[src/rtl/shift_seq_pkg.sv]
// Shared types for the serial shift sequencer: FSM states and
// shift-direction encodings.
package shift_seq_pkg;

    typedef enum logic [2:0] {
        IDLE,
        LOAD,
        WAIT,
        SHIFT,
        DONE
    } state_t;

    localparam logic DIR_RIGHT = 1'b0;
    localparam logic DIR_LEFT  = 1'b1;

endpackage

[src/rtl/shift_seq_ctrl_if.sv]
// Requester-side handshake bundle of the shift sequencer.
interface shift_seq_ctrl_if #(
    parameter int WIDTH = 4
);
    logic             start;
    logic             dir;
    logic [WIDTH-1:0] tx_word;
    logic             ready;
    logic             busy;
    logic             done;
    logic [WIDTH-1:0] rx_word;

    modport master (
        output start, dir, tx_word,
        input  ready, busy, done, rx_word
    );

    modport slave (
        input  start, dir, tx_word,
        output ready, busy, done, rx_word
    );
endinterface

[src/rtl/shift_tick.sv]
// Bit-period divider: counts 0..DIV-2 while enabled, ticks on the last
// count. With DIV=1 every cycle is a bit period, so tick is tied high.
module shift_tick #(
    parameter int DIV = 1
) (
    input  logic clk,
    input  logic rst,
    input  logic clr,
    input  logic en,
    output logic tick
);
    localparam int CW    = (DIV > 1) ? $clog2(DIV) : 1;
    localparam int LASTI = (DIV > 1) ? DIV - 2 : 0;
    localparam logic [CW-1:0] LAST = CW'(LASTI);

    logic [CW-1:0] cnt;
    logic          hit;

    assign hit  = en && (cnt == LAST);
    assign tick = (DIV == 1) ? 1'b1 : hit;

    always_ff @(posedge clk or posedge rst) begin
        if (rst) begin
            cnt <= '0;
        end else if (clr || hit) begin
            cnt <= '0;
        end else if (en) begin
            cnt <= cnt + CW'(1);
        end
    end
endmodule

[src/rtl/shift_seq_ctrl.sv]
// Serial transfer sequencer: loads a word into an external shift
// register, issues WIDTH shift strobes at DIV clocks per bit, captures.
module shift_seq_ctrl
    import shift_seq_pkg::*;
#(
    parameter int WIDTH = 4,
    parameter int DIV   = 1
) (
    input  logic             clk,
    input  logic             rst,
    shift_seq_ctrl_if.slave  bus,
    input  logic             ser_in,
    output logic             ser_out,
    output logic             sr_ld,
    output logic             sr_sr,
    output logic             sr_sl,
    output logic             sr_inl,
    output logic             sr_inr,
    output logic [WIDTH-1:0] sr_d,
    input  logic [WIDTH-1:0] sr_q
);
    localparam int BW = $clog2(WIDTH + 1);
    localparam logic [BW-1:0] LASTB = BW'(WIDTH - 1);

    state_t           state;
    state_t           nxt;
    logic [BW-1:0]    bcnt;
    logic             dir_q;
    logic [WIDTH-1:0] word_q;
    logic [WIDTH-1:0] rx_q;
    logic             tick;
    logic             tick_clr;
    logic             tick_en;
    logic             accept;

    shift_tick #(.DIV(DIV)) u_tick (
        .clk  (clk),
        .rst  (rst),
        .clr  (tick_clr),
        .en   (tick_en),
        .tick (tick)
    );

    assign accept      = (state == IDLE) && bus.start;
    assign bus.ready   = (state == IDLE);
    assign bus.busy    = (state != IDLE);
    assign bus.done    = (state == DONE);
    assign bus.rx_word = rx_q;
    assign sr_d        = word_q;
    assign sr_inl      = ser_in;
    assign sr_inr      = ser_in;
    assign ser_out     = (dir_q == DIR_LEFT) ? sr_q[WIDTH-1] : sr_q[0];

    always_ff @(posedge clk or posedge rst) begin
        if (rst) begin
            state  <= IDLE;
            bcnt   <= '0;
            dir_q  <= DIR_RIGHT;
            word_q <= '0;
            rx_q   <= '0;
        end else begin
            state <= nxt;
            if (accept) begin
                word_q <= bus.tx_word;
                dir_q  <= bus.dir;
                bcnt   <= '0;
            end
            if (state == SHIFT) begin
                bcnt <= bcnt + BW'(1);
            end
            // sr_q already holds the final shift by the DONE cycle
            if (state == DONE) begin
                rx_q <= sr_q;
            end
        end
    end

    always_comb begin
        nxt      = state;
        sr_ld    = 1'b0;
        sr_sr    = 1'b0;
        sr_sl    = 1'b0;
        tick_clr = 1'b1;
        tick_en  = 1'b0;
        unique case (state)
            IDLE: begin
                if (bus.start) nxt = LOAD;
            end
            LOAD: begin
                sr_ld = 1'b1;
                nxt   = (DIV > 1) ? WAIT : SHIFT;
            end
            WAIT: begin
                tick_clr = 1'b0;
                tick_en  = 1'b1;
                if (tick) nxt = SHIFT;
            end
            SHIFT: begin
                sr_sr = (dir_q == DIR_RIGHT);
                sr_sl = (dir_q == DIR_LEFT);
                if (bcnt == LASTB) begin
                    nxt = DONE;
                end else begin
                    nxt = (DIV > 1) ? WAIT : SHIFT;
                end
            end
            DONE: begin
                nxt = IDLE;
            end
            default: begin
                nxt = IDLE;
            end
        endcase
    end
endmodule
[src/flat_wrapper.sv]
// flat-port wrapper written by rule: the top's interface ports become plain ports
module shift_seq_ctrl_flat import shift_seq_pkg::*;
#(
    parameter int WIDTH = 4,
    parameter int DIV   = 1
)
  (clk, rst, ser_in, ser_out, sr_ld, sr_sr, sr_sl, sr_inl, sr_inr, sr_d, sr_q, bus_start, bus_dir, bus_tx_word, bus_ready, bus_busy, bus_done, bus_rx_word);
  shift_seq_ctrl_if #(.WIDTH(WIDTH)) bus_i ();
  input  logic clk;
  input  logic rst;
  input  logic ser_in;
  output logic ser_out;
  output logic sr_ld;
  output logic sr_sr;
  output logic sr_sl;
  output logic sr_inl;
  output logic sr_inr;
  output logic [WIDTH-1:0] sr_d;
  input  logic [WIDTH-1:0] sr_q;
  input wire logic [$bits(bus_i.start)-1:0] bus_start;
  input wire logic [$bits(bus_i.dir)-1:0] bus_dir;
  input wire logic [$bits(bus_i.tx_word)-1:0] bus_tx_word;
  output wire logic [$bits(bus_i.ready)-1:0] bus_ready;
  output wire logic [$bits(bus_i.busy)-1:0] bus_busy;
  output wire logic [$bits(bus_i.done)-1:0] bus_done;
  output wire logic [$bits(bus_i.rx_word)-1:0] bus_rx_word;
  assign bus_i.start = bus_start;
  assign bus_i.dir = bus_dir;
  assign bus_i.tx_word = bus_tx_word;
  assign bus_ready = bus_i.ready;
  assign bus_busy = bus_i.busy;
  assign bus_done = bus_i.done;
  assign bus_rx_word = bus_i.rx_word;
  shift_seq_ctrl #(.WIDTH(WIDTH), .DIV(DIV)) u_core (.clk(clk), .rst(rst), .bus(bus_i), .ser_in(ser_in), .ser_out(ser_out), .sr_ld(sr_ld), .sr_sr(sr_sr), .sr_sl(sr_sl), .sr_inl(sr_inl), .sr_inr(sr_inr), .sr_d(sr_d), .sr_q(sr_q));
endmodule
[config.mk]
export PLATFORM = sky130hd
export DESIGN_NAME = shift_seq_ctrl_flat
export DESIGN_NICKNAME = d
export VERILOG_FILES = /design/src/rtl/shift_seq_pkg.sv /design/src/rtl/shift_seq_ctrl_if.sv /design/src/rtl/shift_tick.sv /design/src/rtl/shift_seq_ctrl.sv /design/src/flat_wrapper.sv
export SDC_FILE = /design/constraint.sdc
export NUM_CORES = 1
export LEC_CHECK = 0
export ABC_AREA = 1
export CORE_UTILIZATION = 42
export CTS_CLUSTER_DIAMETER = 100
export DETAILED_ROUTE_END_ITERATION = 8
export HOLD_SLACK_MARGIN = 0.05
export PLACE_DENSITY = 0.77
export SETUP_SLACK_MARGIN = 0.3
export SLEW_MARGIN = 20
export SYNTH_ARGS = -nofsm -noshare
export SYNTH_HDL_FRONTEND = slang
export SYNTH_HIERARCHICAL = 1
export SYNTH_SLANG_ARGS = --single-unit
export TNS_END_PERCENT = 5
[constraint.sdc]
create_clock -name clk -period 1.3 [get_ports clk]
set_input_delay 0.13 -clock clk [delete_from_list [all_inputs] [get_ports clk]]
set_output_delay 0.13 -clock clk [all_outputs]
set_load 0.03 [all_outputs]
==> impl_metrics.ini <==
[outcome]
outcome = finished, violations left
failed_checks = setup timing

[drt]
wl_mm = 1.72
vias = 691
routedWlPerCell_um = 11.3
drt-pass1-iter-count = 3
first_iter_violations = 11
viasPerCell = 4.52
antenna_left = 0
route.detailed.drc = 0

[clocking]
cts_max_path_buffers = 2
cts_tree = done
cts.reportedPaths.clkPinSlew_ns = 0.09
cts_buffers = 3
clock-sinks = 15
cts-root-buf = clkbuf_4
hold_buffers = 0
h-tree-depth = 1
clk_latency_ns = 0.29

[final_layout]
final_net_count = 144
stdcell_area_um2 = 1210
layout-drive-gt1-share_pct = 43.0
seq_area_um2 = 375
stdcell_count = 153
synthToLayoutAreaGrowth_pct = 50.8
fillerInstances = 163
fin_util_pct = 68.4
multiInputGateArea_um2 = 338
num_antenna_cells = 0

[hold_path]
hp-class = input pin to asynchronous set/reset pin

[worst_setup_path]
critPathKind = register to output pin
r2r_cells = 6
cp_max_fo = 4
startpoint_type = register
required_ns = 1.17
endpoint_kind = output pin
crit_arrival_ns = 1.23

[placed_design]
io_buffers = 26
pre_cts_ws_ns = -0.0334
routabilityCongestion = 0.754
dpl-instance-area_um2 = 1090
dp_hpwl_mm = 1.20
place_inst = 144

[floorplan]
initial_core_util_pct = 45.4
io_pins = 30
die_y_um = 45.7
num_rows = 15
die_area_um2 = 2090
core_area_um2 = 1760
die_w_um = 45.7

[timing]
drv_slew = 0
post-route-min-period_ns = 1.36
finClkSkew_ns = 0.00497
setup_ws_ns = -0.0628
tns_ns = -0.139
setup_viol = 4
final-hold-violation-count = 0
post-route-period-util_pct = 105
rsz0062_at_grt = yes
fmax_mhz = 734
holdWs_ns = 0.129

[pwr]
peakVddDrop_mv = 1.42
p_per_area_nw_per_um2 = 2490
p_total_mw = 3.00
leakagePower_nw = 0.637

[global_routing]
grt_usage_pct = 19.1
grt_max_degree = 16
grt_pass1_vias = 679
grt_pass1_wl_mm = 2.73
overflow = 0
antenna_found_initial = 0

[synthesis]
synth_warnings = 6
synth.avg_cell_area_um2 = 8.90
synthesis.area_um2 = 801
syn_nets = 105
syn_inst = 90

[flow_run]
max-cap-violations = 0
path summary, 6_finish.rpt:
kind | from | endpoint | slack (ns)
worst max-delay path | u_core/state[2] | sr_sr | -0.06
worst max register to register | u_core/state[2] | u_core/dir_q | 0.05
worst min-delay path | rst | u_core/bus.rx_word[1] | 0.13
max in group asynchronous | rst | u_core/bcnt[2] | 0.99
worst min register to register | u_core/bus.rx_word[1] | u_core/bus.rx_word[1] | 0.49
min in group clk | ser_in | sr_inr | 0.26
sequential cells by signal (all words and copies together), names as in the netlist:
register,cells
u_core/bcnt,3
u_core/bus.rx_word,4
u_core/dir_q,1
u_core/sr_d,4
u_core/state,3
critical path, stage by stage (launching register included):
cell and delay [ns]:
dfrtp_1 0.41, buf_6 0.13, inv_4 0.06, nand3_4 0.09
nor2_2 0.13, buf_6 0.15
cells in the final DEF (no fill, tap or decap), drive strengths merged, types with 2 or more instances in the layout:
master         instances
nor2                   5
ha                     2
nand3                 10
nand2                 25
clkbuf                 4
dfrtp                 15
buf                   27
o21ai                  7
clkdlybuf4s50         11
inv                   18
or2                    2
layout make-up:
cell class / count / share of cell area [%]
Sequential cell: 15 / 31.1
Multi-Input combinational cell: 53 / 28.0
Clock buffer: 4 / 2.18
Timing Repair Buffer: 38 / 30.4
Inverter: 18 / 5.80
Tap cell: 25 / 2.59
layer usage:
metal,vias to the layer above,global-route usage [%],wire [µm]
met5,-,0,0
met4,0,12.7,68
met3,7,2.78,54
met2,18,34.3,909
met1,317,20.4,690
li1,349,-,-
where the power goes:
group | switching [mW] | internal [mW]
Sequential | 0.171 | 0.694
Clock | 0.153 | 0.119
Combinational | 1.03 | 0.831
repair_timing:
| action | 4_1_cts | 5_1_grt |
|---|---|---|
| pin swaps | 12 | 5 |
| endpoints found under the setup margin | 30 | 27 |
| buffers inserted | 5 | 0 |
| hold endpoints to repair | 0 | 0 |
| gates resized for setup | 68 | 15 |
| cloned | 0 | 0 |
Power figures use the tool's default switching activity.
